==> config.mk <==
export PLATFORM = sky130hd
export DESIGN_NAME = soft_deser_flat
export DESIGN_NICKNAME = d
export VERILOG_FILES = /design/src/rtl/soft_deser_if.sv /design/src/rtl/soft_deser.sv /design/src/flat_wrapper.sv
export SDC_FILE = /design/constraint.sdc
export NUM_CORES = 1
export LEC_CHECK = 0
export ABC_AREA = 1
export BUFFER_PORTS_ARGS = -buffer_cell sky130_fd_sc_hd__buf_2
export CELL_PAD_IN_SITES_DETAIL_PLACEMENT = 1
export CELL_PAD_IN_SITES_GLOBAL_PLACEMENT = 1
export CORE_MARGIN = 4
export CORE_UTILIZATION = 35
export DETAILED_ROUTE_END_ITERATION = 8
export PLACE_DENSITY = 0.78
export SYNTH_ARGS = -nofsm -noshare
export SYNTH_HDL_FRONTEND = slang
export SYNTH_SLANG_ARGS = --single-unit
==> constraint.sdc <==
create_clock -name clk -period 1.5 [get_ports clk]
set_clock_uncertainty 0.1 [all_clocks]
set_input_delay 0.3 -clock clk [delete_from_list [all_inputs] [get_ports clk]]
set_output_delay 0.3 -clock clk [all_outputs]
set_load 0.02 [all_outputs]
==> src/rtl/soft_deser_if.sv <==
// Bus bundle for soft_deser: serial input and control towards the deserializer, parallel word
// and status back from it.
//   data_i      serial data, one bit per clk
//   calib_i     manual bit-slip request (rising edge)
//   align_en_i  enables automatic word alignment
//   q_o         parallel word (RATIO bits)
//   q_valid_o   one-cycle pulse when q_o updates
//   pclk_o      registered divided clock
//   locked_o    word alignment achieved
//   slip_cnt_o  executed slips modulo RATIO
// The slave modport is the deserializer side, the master modport the driving side.
interface soft_deser_if #(
  parameter int unsigned RATIO = 4
);
  logic             data_i;
  logic             calib_i;
  logic             align_en_i;
  logic [RATIO-1:0] q_o;
  logic             q_valid_o;
  logic             pclk_o;
  logic             locked_o;
  logic [3:0]       slip_cnt_o;

  modport master (
    output data_i, calib_i, align_en_i,
    input  q_o, q_valid_o, pclk_o, locked_o, slip_cnt_o
  );

  modport slave (
    input  data_i, calib_i, align_en_i,
    output q_o, q_valid_o, pclk_o, locked_o, slip_cnt_o
  );
endinterface

==> src/rtl/soft_deser.sv <==
// Soft serial-to-parallel converter with bit-slip and automatic word alignment.
// Ports:
//   clk     fast bit clock, the only clock
//   rst_i   asynchronous active-low reset
//   bus_io  soft_deser_if slave: data_i/calib_i/align_en_i in, q_o/q_valid_o/pclk_o/
//           locked_o/slip_cnt_o out
// A bit counter frames RATIO samples per word. A slip holds the counter at 0 for one extra
// cycle, so that frame is RATIO+1 samples long and the word boundary moves one bit later.
module soft_deser #(
  parameter int unsigned RATIO      = 4,
  parameter bit          LSB_FIRST  = 1'b1,
  parameter logic [9:0]  SYNC_WORD  = 10'h3A5,
  parameter int unsigned LOCK_COUNT = 4
) (
  input logic         clk,
  input logic         rst_i,
  soft_deser_if.slave bus_io
);

  if ((RATIO < 2) || (RATIO > 10)) begin : g_bad_ratio
    $error("soft_deser: RATIO must be in 2..10");
  end
  if ((LOCK_COUNT < 1) || (LOCK_COUNT > 15)) begin : g_bad_lock
    $error("soft_deser: LOCK_COUNT must be in 1..15");
  end

  localparam logic [3:0]       LastCnt  = 4'(RATIO - 1);
  localparam logic [3:0]       HalfCnt  = 4'(RATIO / 2);
  localparam logic [3:0]       LockCnt  = 4'(LOCK_COUNT);
  localparam logic [RATIO-1:0] SyncBits = SYNC_WORD[RATIO-1:0];

  localparam logic [2:0] StIdle   = 3'd0;
  localparam logic [2:0] StHunt   = 3'd1;
  localparam logic [2:0] StSettle = 3'd2;
  localparam logic [2:0] StVerify = 3'd3;
  localparam logic [2:0] StLocked = 3'd4;

  logic [3:0]       cnt_q, cnt_d;
  logic [RATIO-1:0] sr_q, sr_d;
  logic [RATIO-1:0] q_q, q_d;
  logic             load_q, load_d;
  logic             q_valid_q, q_valid_d;
  logic             pclk_q, pclk_d;
  logic             calib_q, calib_d;
  logic             slip_pend_q, slip_pend_d;
  logic [3:0]       slip_cnt_q, slip_cnt_d;
  logic [2:0]       state_q, state_d;
  logic [3:0]       run_q, run_d;   // match count in VERIFY, mismatch count in LOCKED

  logic slip_exec;
  logic fsm_slip;
  logic slip_req;
  logic word_match;

  // Datapath: framing counter, shift register, word output, divided clock, slip bookkeeping.
  always_comb begin
    slip_exec = slip_pend_q && (cnt_q == 4'd0);

    if (slip_exec || (cnt_q == LastCnt)) begin
      cnt_d = 4'd0;
    end else begin
      cnt_d = cnt_q + 4'd1;
    end

    // Oldest sample ends up in bit 0 (LSB_FIRST) or in the MSB, so q_o is a plain copy.
    if (LSB_FIRST) begin
      sr_d = {bus_io.data_i, sr_q[RATIO-1:1]};
    end else begin
      sr_d = {sr_q[RATIO-2:0], bus_io.data_i};
    end

    load_d    = (cnt_q == LastCnt);
    q_valid_d = load_q;
    q_d       = load_q ? sr_q : q_q;
    pclk_d    = (cnt_q < HalfCnt);
    calib_d   = bus_io.calib_i;

    if (slip_exec) begin
      slip_cnt_d = (slip_cnt_q == LastCnt) ? 4'd0 : slip_cnt_q + 4'd1;
    end else begin
      slip_cnt_d = slip_cnt_q;
    end
  end

  // Alignment FSM; word decisions are taken only while q_valid_o is high.
  always_comb begin
    state_d    = state_q;
    run_d      = run_q;
    fsm_slip   = 1'b0;
    word_match = (q_q == SyncBits);

    if (!bus_io.align_en_i) begin
      state_d = StIdle;
      run_d   = 4'd0;
    end else begin
      case (state_q)
        StIdle: begin
          state_d = StHunt;
          run_d   = 4'd0;
        end
        StHunt: begin
          if (q_valid_q) begin
            if (word_match) begin
              if (LockCnt == 4'd1) begin
                state_d = StLocked;
                run_d   = 4'd0;
              end else begin
                state_d = StVerify;
                run_d   = 4'd1;
              end
            end else begin
              fsm_slip = 1'b1;
              state_d  = StSettle;
            end
          end
        end
        // The word after a slip request was framed before the slip took effect.
        StSettle: begin
          if (q_valid_q) begin
            state_d = StHunt;
          end
        end
        StVerify: begin
          if (q_valid_q) begin
            if (word_match) begin
              if (run_q + 4'd1 == LockCnt) begin
                state_d = StLocked;
                run_d   = 4'd0;
              end else begin
                run_d = run_q + 4'd1;
              end
            end else begin
              run_d    = 4'd0;
              fsm_slip = 1'b1;
              state_d  = StSettle;
            end
          end
        end
        StLocked: begin
          if (q_valid_q) begin
            if (word_match) begin
              run_d = 4'd0;
            end else if (run_q + 4'd1 == LockCnt) begin
              state_d = StHunt;
              run_d   = 4'd0;
            end else begin
              run_d = run_q + 4'd1;
            end
          end
        end
        default: begin
          state_d = StIdle;
          run_d   = 4'd0;
        end
      endcase
    end

    // Manual requests only count while automatic alignment is off; nothing is queued.
    slip_req = fsm_slip ||
               (!bus_io.align_en_i && bus_io.calib_i && !calib_q);
    if (slip_pend_q) begin
      slip_pend_d = !slip_exec;
    end else begin
      slip_pend_d = slip_req;
    end
  end

  always_ff @(posedge clk or negedge rst_i) begin
    if (!rst_i) begin
      cnt_q       <= 4'd0;
      sr_q        <= '0;
      q_q         <= '0;
      load_q      <= 1'b0;
      q_valid_q   <= 1'b0;
      pclk_q      <= 1'b0;
      calib_q     <= 1'b0;
      slip_pend_q <= 1'b0;
      slip_cnt_q  <= 4'd0;
      state_q     <= StIdle;
      run_q       <= 4'd0;
    end else begin
      cnt_q       <= cnt_d;
      sr_q        <= sr_d;
      q_q         <= q_d;
      load_q      <= load_d;
      q_valid_q   <= q_valid_d;
      pclk_q      <= pclk_d;
      calib_q     <= calib_d;
      slip_pend_q <= slip_pend_d;
      slip_cnt_q  <= slip_cnt_d;
      state_q     <= state_d;
      run_q       <= run_d;
    end
  end

  assign bus_io.q_o        = q_q;
  assign bus_io.q_valid_o  = q_valid_q;
  assign bus_io.pclk_o     = pclk_q;
  assign bus_io.locked_o   = (state_q == StLocked);
  assign bus_io.slip_cnt_o = slip_cnt_q;

endmodule

==> src/flat_wrapper.sv <==
// flat-port wrapper written by rule: the top's interface ports become plain ports
module soft_deser_flat 
#(
  parameter int unsigned RATIO      = 4,
  parameter bit          LSB_FIRST  = 1'b1,
  parameter logic [9:0]  SYNC_WORD  = 10'h3A5,
  parameter int unsigned LOCK_COUNT = 4
)
  (clk, rst_i, bus_io_data_i, bus_io_calib_i, bus_io_align_en_i, bus_io_q_o, bus_io_q_valid_o, bus_io_pclk_o, bus_io_locked_o, bus_io_slip_cnt_o);
  soft_deser_if #(.RATIO(RATIO)) bus_io_i ();
  input logic clk;
  input logic rst_i;
  input wire logic [$bits(bus_io_i.data_i)-1:0] bus_io_data_i;
  input wire logic [$bits(bus_io_i.calib_i)-1:0] bus_io_calib_i;
  input wire logic [$bits(bus_io_i.align_en_i)-1:0] bus_io_align_en_i;
  output wire logic [$bits(bus_io_i.q_o)-1:0] bus_io_q_o;
  output wire logic [$bits(bus_io_i.q_valid_o)-1:0] bus_io_q_valid_o;
  output wire logic [$bits(bus_io_i.pclk_o)-1:0] bus_io_pclk_o;
  output wire logic [$bits(bus_io_i.locked_o)-1:0] bus_io_locked_o;
  output wire logic [$bits(bus_io_i.slip_cnt_o)-1:0] bus_io_slip_cnt_o;
  assign bus_io_i.data_i = bus_io_data_i;
  assign bus_io_i.calib_i = bus_io_calib_i;
  assign bus_io_i.align_en_i = bus_io_align_en_i;
  assign bus_io_q_o = bus_io_i.q_o;
  assign bus_io_q_valid_o = bus_io_i.q_valid_o;
  assign bus_io_pclk_o = bus_io_i.pclk_o;
  assign bus_io_locked_o = bus_io_i.locked_o;
  assign bus_io_slip_cnt_o = bus_io_i.slip_cnt_o;
  soft_deser #(.RATIO(RATIO), .LSB_FIRST(LSB_FIRST), .SYNC_WORD(SYNC_WORD), .LOCK_COUNT(LOCK_COUNT)) u_core (.clk(clk), .rst_i(rst_i), .bus_io(bus_io_i));
endmodule
==> flow_metrics.tcl, run 1 <==
set metrics [dict create \
    violations "negative setup slack" \
    slew_headroom_pct 57.2 \
    start_util_pct 37.1 \
    p_leak_nw 0.891 \
    routed_wl_um 3730 \
    async_reset_ff_share_pct 100 \
    overflow 0 \
    layout_commonest_cell "nand2_1" \
    setup_viol 1 \
    synth_top_cells_by_area "dfrtp_1, nand2_1, inv_1" \
    synth_top_family_by_area "simple AND/OR/NAND/NOR gates" \
    die_h_um 71.0 \
    critPathKind "reg2out" \
    synth_nets 165 \
    hold_ws_ns 0.0206 \
    slew_violations 0 \
    clk_pin_slew_ns 0.10 \
    cts_sinks 28 \
    viasPerCell 5.00 \
    drive_above_1_share_pct 37.6 \
    synth_area_per_cell_um2 8.95 \
    synthSimpleGateAreaFrac_pct 28.0 \
    synth_compound_area_share_pct 6.22 \
    r2r_slack_ns 0.01 \
    ant_nets 0 \
    cts_buffer_depth 2 \
    hp-start "bus_io_data_i" \
    period_share_pct 101 \
    die-area_um2 5040 \
    drtIter0Drc 41 \
    fin_nets 197 \
    grt_pass1_wl_um 6020 \
    end_kind "primary output" \
    cp-start-kind "flop" \
    antenna_cells 0 \
    pin_count 16 \
    hold_viol 0 \
    drcViolationCount 0 \
    yosys.area.top_type "dfrtp_1" \
    core_region_area_um2 3740 \
    post_drt_wl_per_cell_um 15.9 \
    clk_latency_ns 0.28 \
    syn_area_um2 1390 \
    ys.flop_type "dfrtp_1" \
    clock.fmax_mhz 663 \
    num_vias 1171 \
    cp_data_arrival_time_ns 1.11 \
    area_growth_pct 31.7 \
    synth_edf_count 0 \
    dr.pass1.iters 2 \
    grt_usage_pct 14.9 \
    yosys_warnings 0 \
    synthAdderAreaFrac_pct 4.51 \
    cts_buffers 3 \
    grt_max_degree 29 \
    grt_pass1_vias 1321 \
    vdd_drop_max_v 0.00100 \
    cts_tree "done" \
    cp_data_required_time_ns 1.10 \
    root_buffer "clkbuf_8" \
    hold_class "in2reg" \
    cp_max_fo 3 \
    postSynthCellCount 155 \
    nFillCells 451 \
    synthMuxAreaShare_pct 2.43 \
    yosys.area_share.xor_xnor_pct 1.26 \
    p_per_area_nw_per_um2 1770 \
    dpl.hpwl_um 2500 \
    gp_congestion 0.819 \
    core.rowCount 22 \
    yosysTopAreaCellShare_pct 50.5 \
    fp.dieW_um 71.0 \
    seq_area_frac_synth_pct 50.5 \
    ys_types 24 \
    fin_area_um2 1830 \
    drv_cap 0 \
    synth-seq-cells 28 \
    status "complete, but fails checks" \
    port-buffer-count 15 \
    fin_util_pct 48.8 \
    multiInputGateArea_um2 707 \
    crit_path_start "u_core.state_q[0]$_DFFE_PN0P_" \
    r2r-start "u_core.run_q[1]$_DFFE_PN0P_" \
    fin_crit_ns 1.51 \
    post-place-ws_ns -0.0408 \
    regArea_um2 703 \
    htree_levels 1 \
    place_area_um2 1550 \
    antenna_found_initial 0 \
    rsz0062_at_grt "true" \
    worstMarginPinSlew_ns 0.641 \
    timing.final.ws_setup_ns -0.00903 \
    final_cell_mix "nand2_1, dfrtp_1, inv_1" \
]
-- final cells by class --
class                      instances  area share [%]
multi-input combinational        101            38.7
sequential                        28            38.5
timing repair buffer              27            10.2
inverter                          26            5.48
tap                               48            3.29
clock buffer                       3            2.26
clock inverter                     1            1.64
-- critical path: stages (launching register included) --
cell and delay [ns]:
dfrtp_2 0.43, inv_2 0.08, nand2_4 0.07, nor2_4 0.12, buf_6 0.12
-- cell families (layout without fill, tap and decap cells) --
logic type	count (synthesis)	in the layout
adders and majority gates	5	5
and+or+nand+nor	76	76
muxes	3	3
DFF	28	28
buffers and inverters	26	57
xor gates and xnor gates	2	2
AOI/OAI and AO/OA	15	15
-- power by group --
part / switching, mW / leakage, nW / total (mW) / internal, mW
Sequential: 0.238 / 0.349 / 1.22 / 0.986
Combinational: 0.877 / 0.506 / 1.40 / 0.520
Clock: 0.249 / 0.0357 / 0.607 / 0.358
-- synth_stat cells (3+ instances only) --
master and number:
inv_1 22, a21oi_1 5, mux2_2 3, ha_1 5, nor2_1 8, inv_2 4, dfrtp_1 28, nand2_1 38
o21ai_0 3, nand3_1 6, nor2_2 4, nand3_2 5, nand4_1 6
-- stage by stage --
step	setup TNS, ns	total power, mW	instances
final	-0.00903	3.23	234
after global routing	-0.346	3.47	234
after CTS	-0.00384	3.03	229
after detailed placement	-0.0408	2.35	221
after global placement	0	2.26	221
after floorplan	0	1.95	155
-- metal layers --
metal	up-vias	part of all wire [%]	GRT usage (%)
met3	8	2.5	3.41
met2	18	56	26.5
li1	562	-	-
met4	0	2.0	5.85
met5	-	0	0
met1	583	39	17.4
-- final timing paths --
| path | endpoint | cells after the start |
|---|---|---|
| worst max register to register | u_core.state_q[1]$_DFFE_PN0P_ | 9 |
| max in group asynchronous | u_core.state_q[0]$_DFFE_PN0P_ | 2 |
| worst min register to register | u_core.sr_q[2]$_DFF_PN0_ | 0 |
| worst min-delay path | u_core.sr_q[3]$_DFF_PN0_ | 1 |
| worst max-delay path | bus_io_locked_o | 4 |
| min in group asynchronous | u_core.bus_io.q_o[0]$_DFFE_PN0P_ | 2 |
-- registers in the layout (all words and copies together) (netlist names), 3 cells and up --
register and cells:
u_core.bus_io.q_o 4, u_core.bus_io.slip_cnt_o 4, u_core.cnt_q 4, u_core.run_q 4, u_core.sr_q 4, u_core.state_q 3
-- repair_timing --
item                                    CTS  global route
endpoints found under the setup margin    3             9
buffers inserted                          3             5
resized for setup                        10            24
pin swaps                                 4             9
hold buffers                              1             0
endpoints found under the hold margin    28             0
Power figures use the tool's default switching activity.
==> run 2, diff against run 1 <==
Settings changed: ABC_AREA 1 to 0, GPL_TIMING_DRIVEN set to 0, PLACE_DENSITY 0.78 to 0.75.
==> flow_metrics.tcl, run 2 <==
set metrics [dict create \
    netlist_top_cells_count "dfrtp_1, inv_1, nand2_1, mux2_2, ha_1" \
    viasPerCell 5.31 \
    crit_path_start "u_core.run_q[0]$_DFFE_PN0P_" \
    timing.final.ws_setup_ns -0.252 \
    seq_area_frac_synth_pct 50.1 \
    met3_length_um 100 \
    violations "negative setup slack" \
    period_share_pct 117 \
    setup_viol 11 \
    antenna_cells 0 \
    gp_congestion 0.761 \
    cp_num_buf_inv 1 \
    synth_area_per_cell_um2 11.7 \
    stdcell_count 200 \
    worstMarginPinSlew_ns 0.621 \
    top_layer_used "met4" \
    synth_nets 129 \
    status "complete, but fails checks" \
    yosys.area.top_type "dfrtp_1" \
    drive_above_1_share_pct 43.4 \
    cp_max_fo 6 \
    hold_class "in2reg" \
    cts_tree "done" \
    grt_usage_pct 13.3 \
    grt_pass1_vias 1138 \
    cts_buffer_depth 2 \
    route.met2.wl_um 1640 \
    overflow 0 \
    core.rowCount 22 \
    fin_crit_ns 1.75 \
    area_growth_pct 29.7 \
    routed_wl_um 3210 \
    drtIter0Drc 42 \
    port-buffer-count 14 \
    vdd_drop_max_v 0.000906 \
    slew_violations 0 \
    path_depth 6 \
    path_cells "ha_4 -> nand4bb_1 -> o31ai_4 -> buf_6 -> a211o_1 -> a221oi_2" \
    postSynthCellCount 119 \
    root_buffer "clkbuf_8" \
    clk_latency_ns 0.28 \
    p_per_area_nw_per_um2 1680 \
    start_util_pct 37.1 \
    dp.cells 181 \
    synth-seq-cells 28 \
    final_cell_mix "dfrtp_1, buf_2, buf_4" \
    antenna_found_initial 0 \
    rr_worst_depth 6 \
    timing.rr.end "u_core.run_q[0]$_DFFE_PN0P_" \
    grt_max_degree 29 \
    clock.fmax_mhz 571 \
    synth.most_common_cell "dfrtp_1" \
    r2r-start "u_core.run_q[0]$_DFFE_PN0P_" \
    ys.flop_type "dfrtp_1" \
    yosysTopAreaCellShare_pct 50.1 \
    drcViolationCount 0 \
    hold_viol 0 \
    critPathKind "reg2reg" \
    ant_nets 0 \
    cp-start-kind "flop" \
    endpoint "u_core.run_q[0]$_DFFE_PN0P_" \
    ys_types 49 \
    slew_headroom_pct 58.6 \
    die_h_um 71.2 \
    die-area_um2 5070 \
    clk_pin_slew_ns 0.09 \
    drv_cap 0 \
    syn_area_um2 1400 \
    cp_data_required_time_ns 1.58 \
    core_region_area_um2 3770 \
    wl_met1_um 1440 \
    layout_commonest_cell "dfrtp_1" \
    dr.pass1.iters 4 \
    synth_edf_count 0 \
    post_drt_wl_per_cell_um 16.0 \
    fin_nets 163 \
    async_reset_ff_share_pct 100 \
    r2r_slack_ns -0.25 \
    pin_count 16 \
    grt_pass1_wl_um 5490 \
    p_leak_nw 0.791 \
    fp.dieW_um 71.2 \
    end_kind "flop" \
    dpl.hpwl_um 2150 \
    cp_data_arrival_time_ns 1.83 \
    finalPower_mw 3.05 \
    yosys_warnings 0 \
    cts_buffers 3 \
    cts_sinks 28 \
    synth_top_cells_by_area "dfrtp_1, mux2_2, ha_1" \
    cp_top_family "compound AO/OA/AOI/OAI gates" \
    slowest_stage "dfrtp_2" \
    max_stage_delay_ns 0.48 \
    rsz0062_at_grt "true" \
    tns_ns -1.47 \
    htree_levels 1 \
    num_vias 1062 \
]
[run 2: changes by cell type after synthesis, moves of 4 or more]
cell and delta:
nand4_1 -5, nor2_1 -5, nand3_2 -4, nand2_1 -31
inv_1 -14
[run 2: kinds of logic (layout without fill, tap and decap cells)]
family,after synthesis,count (layout),share of synthesized area (%)
mux,8,8,6.36
compound gates,27,27,16.7
simple gates,36,36,16.6
flops,28,28,50.1
fa+ha+maj,5,5,4.48
buf+inv,12,45,3.94
xor+xnor,3,3,1.88
[run 2: repair_timing]
action                     CTS  global route
resized for setup           17             3
pin swaps                   10             6
setup buffers               10             4
setup endpoints to repair   12            13
hold endpoints to repair    28             0
hold buffers                 1             0
[run 2: per-layer routing]
metal	GRT usage, %	up-vias
met1	17.2	545
li1	-	502
met2	23.2	13
met4	3.13	0
met3	2.27	2
met5	0	-
[run 2: cell type report]
class,instances,area [um^2]
fill,389,1960
multi-input combinational,79,719
sequential,28,706
timing repair buffer,29,199
tap,48,60.1
clock buffer,3,41.3
inverter,9,36.3
clock inverter,1,30.0
buffer,3,21.3
[run 2: where the power goes]
part           switching, mW  internal, mW
logic                  0.633         0.611
registers              0.241         0.967
clock network          0.246         0.358
total                   1.12          1.94
[run 2: how the worst min path moves through the flow]
| stage | startpoint | endpoint | slack [ns] | depth (start not counted) |
|---|---|---|---|---|
| floorplan | rst_i | u_core.bus_io.pclk_o$_DFF_PN0_ | -0.1 | 0 |
| CTS | bus_io_data_i | u_core.sr_q[3]$_DFF_PN0_ | 0.02 | 1 |
| global route | bus_io_data_i | u_core.sr_q[3]$_DFF_PN0_ | 0.01 | 1 |
| detailed placement | rst_i | u_core.sr_q[1]$_DFF_PN0_ | 0.25 | 1 |
| global placement | rst_i | u_core.run_q[1]$_DFFE_PN0P_ | 0.24 | 1 |
| finish | bus_io_data_i | u_core.sr_q[3]$_DFF_PN0_ | 0.03 | 1 |
[run 2: per-stage QoR]
step                      util (%)  hold slack, ns  setup WS (ns)  cell area (um^2)
after global routing          48.1          0.0141         -0.314              1810
final                         48.1          0.0255         -0.252              1810
after CTS                     46.9          0.0174         -0.192              1770
after floorplan                  -         -0.0956         -0.130              1410
after detailed placement      40.7           0.247         -0.294              1540
after global placement        40.7           0.242         -0.269              1540
==> run 3, diff against run 2 <==
Clock period 1.5 ns to 1.55 ns, I/O delays scaled along.
==> flow_metrics.tcl, run 3 (synthesized netlist as in run 2, its figures left out) <==
set metrics [dict create \
    ant_nets 0 \
    fin_util_pct 47.5 \
    status "complete, but fails checks" \
    cp-start-kind "flop" \
    fin_area_um2 1790 \
    clk_pin_slew_ns 0.09 \
    pwr-share-comb_pct 39.6 \
    place_area_um2 1540 \
    hold_viol 0 \
    drive_above_1_share_pct 42.4 \
    p_per_area_nw_per_um2 1610 \
    timing.final.ws_setup_ns -0.200 \
    cts_sinks 28 \
    clock.fmax_mhz 571 \
    fin_crit_ns 1.75 \
    start_util_pct 37.1 \
    pin_count 16 \
    critPathKind "reg2reg" \
    slew_headroom_pct 58.6 \
    cts_tree "done" \
    dpl.hpwl_um 2150 \
    intPower_mw 1.83 \
    rsz0062_at_grt "true" \
    num_vias 1050 \
    slew_violations 0 \
    clk_latency_ns 0.28 \
    cp_max_fo 6 \
    core.rowCount 22 \
    period_share_pct 113 \
    htree_levels 1 \
    antenna_cells 0 \
    p_leak_nw 0.775 \
    gp_congestion 0.761 \
    port-buffer-count 14 \
    antenna_found_initial 0 \
    die-area_um2 5070 \
    root_buffer "clkbuf_8" \
    switchingPower_mw 1.06 \
    drcViolationCount 0 \
    grt_pass1_wl_um 5420 \
    cp_data_arrival_time_ns 1.83 \
    routed_wl_um 3150 \
    grt_pass1_vias 1131 \
    viasPerCell 5.28 \
    violations "negative setup slack" \
    drv_cap 0 \
    cp_data_required_time_ns 1.63 \
    setup_viol 8 \
    hold_class "in2reg" \
    layout_commonest_cell "dfrtp_1" \
    final_cell_mix "dfrtp_1, buf_2, buf_4" \
    worstMarginPinSlew_ns 0.621 \
    post_drt_wl_per_cell_um 15.8 \
    die_h_um 71.2 \
    overflow 0 \
    cts_buffer_depth 2 \
    drtIter0Drc 45 \
    core_region_area_um2 3770 \
    grt_max_degree 29 \
    area_growth_pct 28.3 \
    grt_usage_pct 13.1 \
    p_seq_share_pct 40.4 \
    p_sw_share_pct 36.7 \
    fin_nets 162 \
    p_clk_share_pct 20.0 \
    cts_buffers 3 \
    dr.pass1.iters 4 \
    vdd_drop_max_v 0.000877 \
    fp.dieW_um 71.2 \
    end_kind "flop" \
]
run 3: metrics by stage:
stage | power (mW) | worst slack (ns) | cells | hold slack [ns] | TNS [ns]
after detailed placement | 2.14 | -0.244 | 181 | 0.257 | -1.36
after global placement | 2.07 | -0.219 | 181 | 0.252 | -1.11
final | 2.89 | -0.200 | 199 | 0.0335 | -0.979
after global routing | 3.10 | -0.264 | 199 | 0.0241 | -1.64
after floorplan | 1.82 | -0.0803 | 119 | -0.0856 | -0.268
after CTS | 2.87 | -0.142 | 196 | 0.0274 | -0.815
run 3: worst paths after layout:
check                      depth (start not counted)  slack (ns)                         from                               end
hold reg to reg                                    0        0.29     u_core.sr_q[3]$_DFF_PN0_          u_core.sr_q[2]$_DFF_PN0_
setup / recovery                                   6       -0.20  u_core.run_q[0]$_DFFE_PN0P_       u_core.run_q[0]$_DFFE_PN0P_
setup reg to reg                                   6       -0.20  u_core.run_q[0]$_DFFE_PN0P_       u_core.run_q[0]$_DFFE_PN0P_
max in group asynchronous                          2        0.44                        rst_i  u_core.bus_io.q_o[3]$_DFFE_PN0P_
min in group asynchronous                          2        0.46                        rst_i          u_core.sr_q[3]$_DFF_PN0_
hold / removal                                     1        0.03                bus_io_data_i          u_core.sr_q[3]$_DFF_PN0_
run 3: layout make-up:
type,count,area [um^2]
inverters,9,36.3
repair buffers,28,191
flip-flops and latches,28,706
multi-input cells,79,707
well taps,48,60.1
clock inverters,1,30.0
plain buffers,3,21.3
clock buffers,3,41.3
fillers,389,1980
run 3: repair_timing:
item	4_1_cts	5_1_grt
endpoints found under the hold margin	28	0
pin swaps	10	4
setup endpoints to repair	12	12
gates cloned	0	0
setup buffers	10	3
hold buffers	1	0
resized for setup	15	2
run 3: metal layers:
layer / global-route usage, % / up-vias / routed length [um] / share of wire [%]
met3: 2.27 / 2 / 105 / 3.3
met5: 0 / - / 0 / 0
met4: 3.13 / 0 / 30 / 0.95
met1: 16.8 / 532 / 1390 / 44
met2: 23.0 / 14 / 1620 / 52
li1: - / 502 / - / -
run 3: worst max-delay path: stages, from the launching register on:
cell and delay (ns):
dfrtp_2 0.48, ha_4 0.19, nand4bb_1 0.14, o31ai_4 0.10, buf_6 0.14, a211o_1 0.27
a221oi_2 0.23
run 3: power groups by stage:
stage               clock network [mW]  logic [mW]  registers, mW
floorplan                            0       0.578           1.24
global placement                     0       0.924           1.15
finish                           0.579        1.15           1.17
CTS                              0.592        1.12           1.17
detailed placement                   0       0.967           1.17
global route                     0.620        1.27           1.21
